### config.mk
export PLATFORM = sky130hd
export DESIGN_NAME = l1_cache_arbiter
export DESIGN_NICKNAME = d
export VERILOG_FILES = /design/src/rtl/l1_cache_arbiter.sv
export SDC_FILE = /design/constraint.sdc
export NUM_CORES = 1
export LEC_CHECK = 0
export CORE_MARGIN = 4
export CORE_UTILIZATION = 45
export CTS_BUF_LIST = sky130_fd_sc_hd__clkbuf_4 sky130_fd_sc_hd__clkbuf_8
export DETAILED_ROUTE_END_ITERATION = 6
export GPL_TIMING_DRIVEN = 1
export PLACE_DENSITY = 0.87
export SYNTH_ARGS = -nofsm -noshare
export SYNTH_HDL_FRONTEND = slang
export SYNTH_SLANG_ARGS = --single-unit
export TNS_END_PERCENT = 100
### constraint.sdc
create_clock -name clock -period 2.8 [get_ports clock]
set_input_delay 0.56 -clock clock [delete_from_list [all_inputs] [get_ports clock]]
set_output_delay 0.56 -clock clock [all_outputs]
set_load 0.005 [all_outputs]
### src/rtl/l1_cache_arbiter.sv
// Round-robin two-port sequencer in front of a 2-way write-back L1 cache.
// Holds each granted request on the cache until it hits (or gives up) and returns a one-cycle ack.
module l1_cache_arbiter #(
    parameter int MAX_TRIES = 6
) (
    input  logic       clock,
    input  logic       resetn,
    input  logic       req0,
    input  logic       req1,
    input  logic [4:0] addr0,
    input  logic [4:0] addr1,
    input  logic [2:0] wdata0,
    input  logic [2:0] wdata1,
    input  logic       we0,
    input  logic       we1,
    output logic       ack0,
    output logic       ack1,
    output logic [2:0] rdata,
    output logic       err,
    output logic       busy,
    output logic [4:0] cache_address,
    output logic [2:0] cache_data,
    output logic       cache_wren,
    input  logic [2:0] cache_dataOUT,
    input  logic       cache_hit,
    input  logic       cache_write_back_en,
    output logic [7:0] miss_count,
    output logic [7:0] wb_count
);
    typedef enum logic [1:0] {IDLE, BUSY, RESP} state_t;

    localparam logic [2:0] TRY_LAST = 3'(MAX_TRIES - 1);

    state_t     state_q;
    logic [2:0] try_q;
    logic       last_grant_q;
    logic       ack0_q;
    logic       ack1_q;
    logic       err_q;
    logic       busy_q;
    logic [2:0] rdata_q;
    logic [4:0] addr_q;
    logic [2:0] data_q;
    logic       wren_q;
    logic [7:0] miss_q;
    logic [7:0] wb_q;

    logic       grant_d;
    logic [7:0] miss_d;
    logic [7:0] wb_d;

    // A tie goes to whoever was not served last; a lone request always wins.
    always_comb begin
        grant_d = last_grant_q;
        if (req0 && req1) begin
            grant_d = ~last_grant_q;
        end else if (req0) begin
            grant_d = 1'b0;
        end else if (req1) begin
            grant_d = 1'b1;
        end

        miss_d = miss_q;
        if ((try_q == 3'd0) && !cache_hit && (miss_q != 8'hFF)) begin
            miss_d = miss_q + 8'd1;
        end

        wb_d = wb_q;
        if (cache_write_back_en && (wb_q != 8'hFF)) begin
            wb_d = wb_q + 8'd1;
        end
    end

    always_ff @(posedge clock) begin
        if (!resetn) begin
            state_q      <= IDLE;
            try_q        <= 3'd0;
            last_grant_q <= 1'b1;
            ack0_q       <= 1'b0;
            ack1_q       <= 1'b0;
            err_q        <= 1'b0;
            busy_q       <= 1'b0;
            rdata_q      <= 3'd0;
            addr_q       <= 5'd0;
            data_q       <= 3'd0;
            wren_q       <= 1'b0;
            miss_q       <= 8'd0;
            wb_q         <= 8'd0;
        end else begin
            case (state_q)
                IDLE: begin
                    if (req0 || req1) begin
                        last_grant_q <= grant_d;
                        addr_q       <= grant_d ? addr1 : addr0;
                        data_q       <= grant_d ? wdata1 : wdata0;
                        wren_q       <= grant_d ? we1 : we0;
                        try_q        <= 3'd0;
                        busy_q       <= 1'b1;
                        state_q      <= BUSY;
                    end else begin
                        wren_q <= 1'b0;
                    end
                end
                BUSY: begin
                    // Cache inputs stay frozen so each negedge advances the miss sequence.
                    miss_q <= miss_d;
                    wb_q   <= wb_d;
                    if (cache_hit) begin
                        rdata_q <= wren_q ? 3'd0 : cache_dataOUT;
                        err_q   <= 1'b0;
                        ack0_q  <= ~last_grant_q;
                        ack1_q  <= last_grant_q;
                        state_q <= RESP;
                    end else if (try_q == TRY_LAST) begin
                        rdata_q <= 3'd0;
                        err_q   <= 1'b1;
                        ack0_q  <= ~last_grant_q;
                        ack1_q  <= last_grant_q;
                        state_q <= RESP;
                    end else begin
                        try_q <= try_q + 3'd1;
                    end
                end
                RESP: begin
                    ack0_q  <= 1'b0;
                    ack1_q  <= 1'b0;
                    busy_q  <= 1'b0;
                    wren_q  <= 1'b0;
                    state_q <= IDLE;
                end
                default: begin
                    state_q <= IDLE;
                end
            endcase
        end
    end

    assign ack0          = ack0_q;
    assign ack1          = ack1_q;
    assign rdata         = rdata_q;
    assign err           = err_q;
    assign busy          = busy_q;
    assign cache_address = addr_q;
    assign cache_data    = data_q;
    assign cache_wren    = wren_q;
    assign miss_count    = miss_q;
    assign wb_count      = wb_q;

endmodule

==> flow_summary.toml, run 1 <==
[routing]
wire_per_inst_um = 13.3
drt-met1-wl_um = 1780
vias_per_cell = 5.33
num_vias = 1637
drc = 0
top_layer = "met4"
drt-initial-drc-count = 77
drtPass1Iterations = 4
routed-wl-met3_um = 172
wl_met2_um = 2020
drtAntennaViolNets = 0
wl_um = 4090

[sta]
slew_headroom_pct = 64.6
min_period_over_period_pct = 68.7
period_needed_ps = 1920
setup_viol = 0
rsz0062_at_grt = "false"
report.final.hold_viol_count = 0
hold_ws_ps = 465
final.setup.worst_slack_ps = 878
drv_slew = 0
fmax_ghz = 0.520
tightest_slew_ps = 518
skew_ps = 4.03
fin_tns_setup_ps = 0

[placed_design]
place_hpwl_um = 2960
preCtsSetupSlack_ps = 600
gp_congestion = 0.747
portBuffers = 58

[setup_path]
r2r_setup_slack_ps = 1020
r2r-start = "try_q[1]"
startpoint_type = "input pin"
slowest_delay_ps = 470
crit_type = "in -> reg"
r2r-end = "try_q[1]"
endpoint_kind = "register"
cp_data_arrival_time_ps = 2080
reg2regPathDepth = 6
required_ps = 2960
cpMaxStageDelayCell = "clkdlybuf4s50_1"
crit_chain = "clkdlybuf4s50_1 -> nand4bb_4 -> or2_1 -> o311ai_0 -> o41ai_1"
crit_path_max_fanout = 6
crit_path_start = "cache_hit"

[synth]
synth.distinct_cells = 52
async_reset_ff_share_pct = 0
netlist_instances = 197
synth_ff_type = "dfxtp_1"
syn_area_per_cell_um2 = 9.24
syn_area_um2 = 1820
synth_enable_flop_cells = 0
syn-num-nets = 229
synth_seq_area_share_pct = 41.8
ys_ff_latch = 38
synth_warnings = 0

[die]
die_area_um2 = 5130
die_height_um = 71.6
io_pins = 59
start_util_pct = 48.3
rows = 22
core_area_um2 = 3770
die_w_um = 71.6

[global_route]
grt_pass1_wl_um = 6910
grt.overflow.total = 0
grt_pass1_vias = 1530
grt_max_degree = 32
grtUsageTotal_pct = 17.1
antenna_found_initial = 0

[clock_tree]
numCtsBuffers = 5
post-cts-setup-buffers = 0
clock_sinks = 38
cts_tree = "done"
clk_pin_slew_ps = 70
cts_buffer_depth = 2
worst_skew_pair.late_latency_ps = 290
htreeDepth = 2
cts_resized = 0
hold_buffers = 0
root_buffer = "clkbuf_8"

[flow_run]
cap_violations = 0

[worst_hold_path]
whs_path_depth = 2
hold_path.class = "reg -> reg"
min_from = "busy"
whs_endpoint = "busy"

[pwr]
total_power_mw = 1.20
ir_drop_v = 0.000385
p_per_area_nw_per_um2 = 471
p_leak_nw = 0.951

[finish]
antenna_cells = 0
design.final.nets = 290
drive_gt1_share_pct = 8.88
syn_to_final_growth_pct = 39.5

[run_status]
status = "completed"
[layout by cell type (no fill, tap or decap), types with 5 or more instances in the layout]
cell	n
nand2_1	14
nor2_1	24
o21ai_0	5
nand3_1	9
mux2i_1	11
clkbuf_8	6
dfxtp_1	38
a21oi_1	9
nand2b_1	5
a211oi_1	10
inv_1	7
clkdlybuf4s50_1	58
ha_1	5
[cell families after synthesis]
family                   count (synthesis)  synth area share (%)
flip-flops                              38                  41.8
AND/OR/NAND/NOR                         81                  25.4
multiplexers                            13                  7.29
XOR/XNOR                                 5                  2.41
buffers and inverters                   14                  3.57
adder cells (fa/ha/maj)                  5                  3.44
AO/OA/AOI/OAI                           41                  16.2
[cell usage after synthesis (2+ instances only)]
cell type   n  area share, %
nor3_1      4            1.1
mux2_2      2            1.2
or3_1       2           0.69
nand2_1    14            2.9
and2_1      4            1.4
nor2_1     24            4.9
a211oi_1   10            4.1
a22oi_1     3            1.2
o21ai_0     5            1.4
nand2b_1    5            1.7
ha_1        5            3.4
nand3b_1    3            1.2
dfxtp_1    38             42
inv_1       7            1.4
clkbuf_1    4           0.82
o31ai_1     2           0.82
nand3_1     9            2.5
a21oi_1     9            2.5
mux2i_1    11            6.0
xnor2_1     4            1.9
[critical path, delay by kind of cell]
family,cells,cell delay [ps]
simple gates,2,570
compound gates,2,490
buf+inv,1,470
[stage by stage]
| step | util (%) | cells | area (µm²) |
|---|---|---|---|
| 2_1_floorplan | - | 197 | 1820 |
| 3_3_place_gp | 64.8 | 299 | 2440 |
| 3_5_place_dp | 64.8 | 299 | 2440 |
| 4_1_cts | 67.4 | 307 | 2540 |
| 5_1_grt | 67.4 | 307 | 2540 |
| 6_report | 67.4 | 307 | 2540 |
[power by group]
group / internal, mW / switching (mW)
clock: 0.208 / 0.185
combinational: 0.123 / 0.0847
sequential: 0.569 / 0.0254
[how the worst max path moves through the flow]
stage               endpoint  slack (ps)  cells after the start
3_3_place_gp   miss_count[2]         660                      5
3_5_place_dp   miss_count[2]         600                      5
5_1_grt        miss_count[2]         800                      5
4_1_cts        miss_count[2]         890                      5
6_report       miss_count[2]         880                      5
2_1_floorplan    wb_count[5]        1150                      5
[final cells by class]
| class | instances | area, µm² |
|---|---|---|
| timing repair buffer | 61 | 603 |
| clock buffer | 7 | 90.1 |
| fill | 318 | 1230 |
| inverter | 7 | 26.3 |
| sequential | 38 | 761 |
| tap | 48 | 60.1 |
| multi-input combinational | 145 | 995 |
| clock inverter | 1 | 5.00 |
[registers in the layout, indices dropped and copies added (netlist names)]
signal         flops
cache_wren         1
cache_address      5
wb_count           8
cache_data         3
miss_count         8
state_q            2
ack1               1
try_q              3
ack0               1
last_grant_q       1
rdata              3
busy               1
err                1
[metal layers]
metal / up-vias / track usage (%)
met1: 758 / 19.6
met3: 9 / 4.07
met2: 37 / 29.1
met5: - / 0
met4: 0 / 9.60
li1: 833 / -
(Power assumes the default switching activity.)
==> run 2: changes to the inputs <==
clock period = 1.78 ns   (was 2.8 ns; I/O delays follow)
==> flow_summary.toml, run 2 (synthesis results as in run 1) <==
[sta]
period_needed_ps = 1680
tightest_slew_ps = 489
rsz0062_at_grt = "false"
drv_slew = 0
hold_ws_ps = 484
setup_viol = 0
fmax_ghz = 0.595
min_period_over_period_pct = 94.4
slew_headroom_pct = 66.6
skew_ps = 5.28
report.final.hold_viol_count = 0

[routing]
drtPass1Iterations = 4
wire_per_inst_um = 13.4
drt-initial-drc-count = 76
wl_um = 4220
drc = 0
vias_per_cell = 5.25
num_vias = 1653
drtAntennaViolNets = 0

[finish]
final_cells = 315
design.final.nets = 298
antenna_cells = 0
syn_to_final_growth_pct = 43.8
layout_commonest_cell = "clkdlybuf4s50_1"
fin_area_um2 = 2620
regArea_um2 = 761
n_fill_cell = 285
drive_gt1_share_pct = 12.0
final_cell_mix = "58 x clkdlybuf4s50_1, 38 x dfxtp_1, 24 x nor2_1"
multi_input_area_um2 = 1000

[setup_path]
endpoint_kind = "register"
cp_data_arrival_time_ps = 1910
startpoint_type = "register"
path_buf_inv = 0
required_ps = 2010
slowest_delay_ps = 460
cp_top_family = "simple AND/OR/NAND/NOR gates"
crit_chain = "ha_1 -> and3_1 -> a21o_4 -> or4_1 -> a21oi_1"
crit_path_max_fanout = 4
cpMaxStageDelayCell = "or4_1"
crit_type = "reg -> reg"

[global_route]
grt-busiest-layer = "met2"
grt.overflow.total = 0
grt_pass1_vias = 1598
grtUsageTotal_pct = 17.3
met1_usage_pct = 20.5
grt_pass1_wl_um = 7020
gr-usage-met3_pct = 4.63
grt_max_degree = 31
antenna_found_initial = 0
grt_util_met2_pct = 28.8

[die]
die_area_um2 = 5130
rows = 22
start_util_pct = 48.3
die_w_um = 71.6
io_pins = 59
die_height_um = 71.6
core_area_um2 = 3770

[pwr]
ir_drop_v = 0.000517
total_power_mw = 1.91
p_per_area_nw_per_um2 = 728
p_leak_nw = 0.994

[clock_tree]
clk_pin_slew_ps = 70
htreeDepth = 2
cts_buffer_depth = 2
worst_skew_pair.late_latency_ps = 290
post-cts-setup-buffers = 0
root_buffer = "clkbuf_8"
numCtsBuffers = 5
cts_resized = 0
hold_buffers = 0
cts_tree = "done"
clock_sinks = 38

[placed_design]
portBuffers = 58
placed_area_um2 = 2520
dpl.cell_count = 307
gp_congestion = 0.756
place_hpwl_um = 3100

[run_status]
status = "completed"

[flow_run]
cap_violations = 0

[worst_hold_path]
hold_path.class = "reg -> reg"
[run 2: cell types whose count changed in the layout (fill, tap and decap cells not counted), sizes merged]
cell	before	now
buf	3	11
[run 2: report_power, final]
| part | switching (mW) | internal, mW |
|---|---|---|
| sequential | 0.0366 | 0.895 |
| combinational | 0.144 | 0.211 |
| clock | 0.292 | 0.327 |
| total | 0.473 | 1.43 |
[run 2: final timing paths]
kind,startpoint,to,slack (ps),depth (start not counted)
max,wb_count[0],wb_count[5],100,5
min,err,err,480,2
max reg2reg,wb_count[0],wb_count[5],100,5
min reg2reg,err,err,480,2
[run 2: layout make-up]
| cell class | count | share of cell area (%) |
|---|---|---|
| clock buffer | 7 | 3.44 |
| multi-input combinational | 145 | 38.2 |
| sequential | 38 | 29.1 |
| tap | 48 | 2.29 |
| timing repair buffer | 69 | 25.8 |
| clock inverter | 1 | 0.191 |
| inverter | 7 | 1.00 |
[run 2: worst reg2reg max path, stage by stage (launching register included)]
cell and delay, ps:
dfxtp_1 340, ha_1 230, and3_1 220, a21o_4 220
or4_1 460, a21oi_1 140
[run 2: routing by layer]
metal / share of wire (%) / up-vias / routed length, µm
li1: - / 846 / -
met1: 44 / 771 / 1870
met2: 51 / 30 / 2150
met3: 3.7 / 6 / 157
met4: 1.1 / 0 / 48
met5: 0 / - / 0
[run 2: stage by stage]
step	util, %	setup TNS [ps]	setup WS, ps
final	69.4	0	99.0
after floorplan	-	0	135
after CTS	69.3	0	114
after global routing	69.4	0	25.1
after global placement	66.8	-679	-129
after detailed placement	66.8	-938	-185
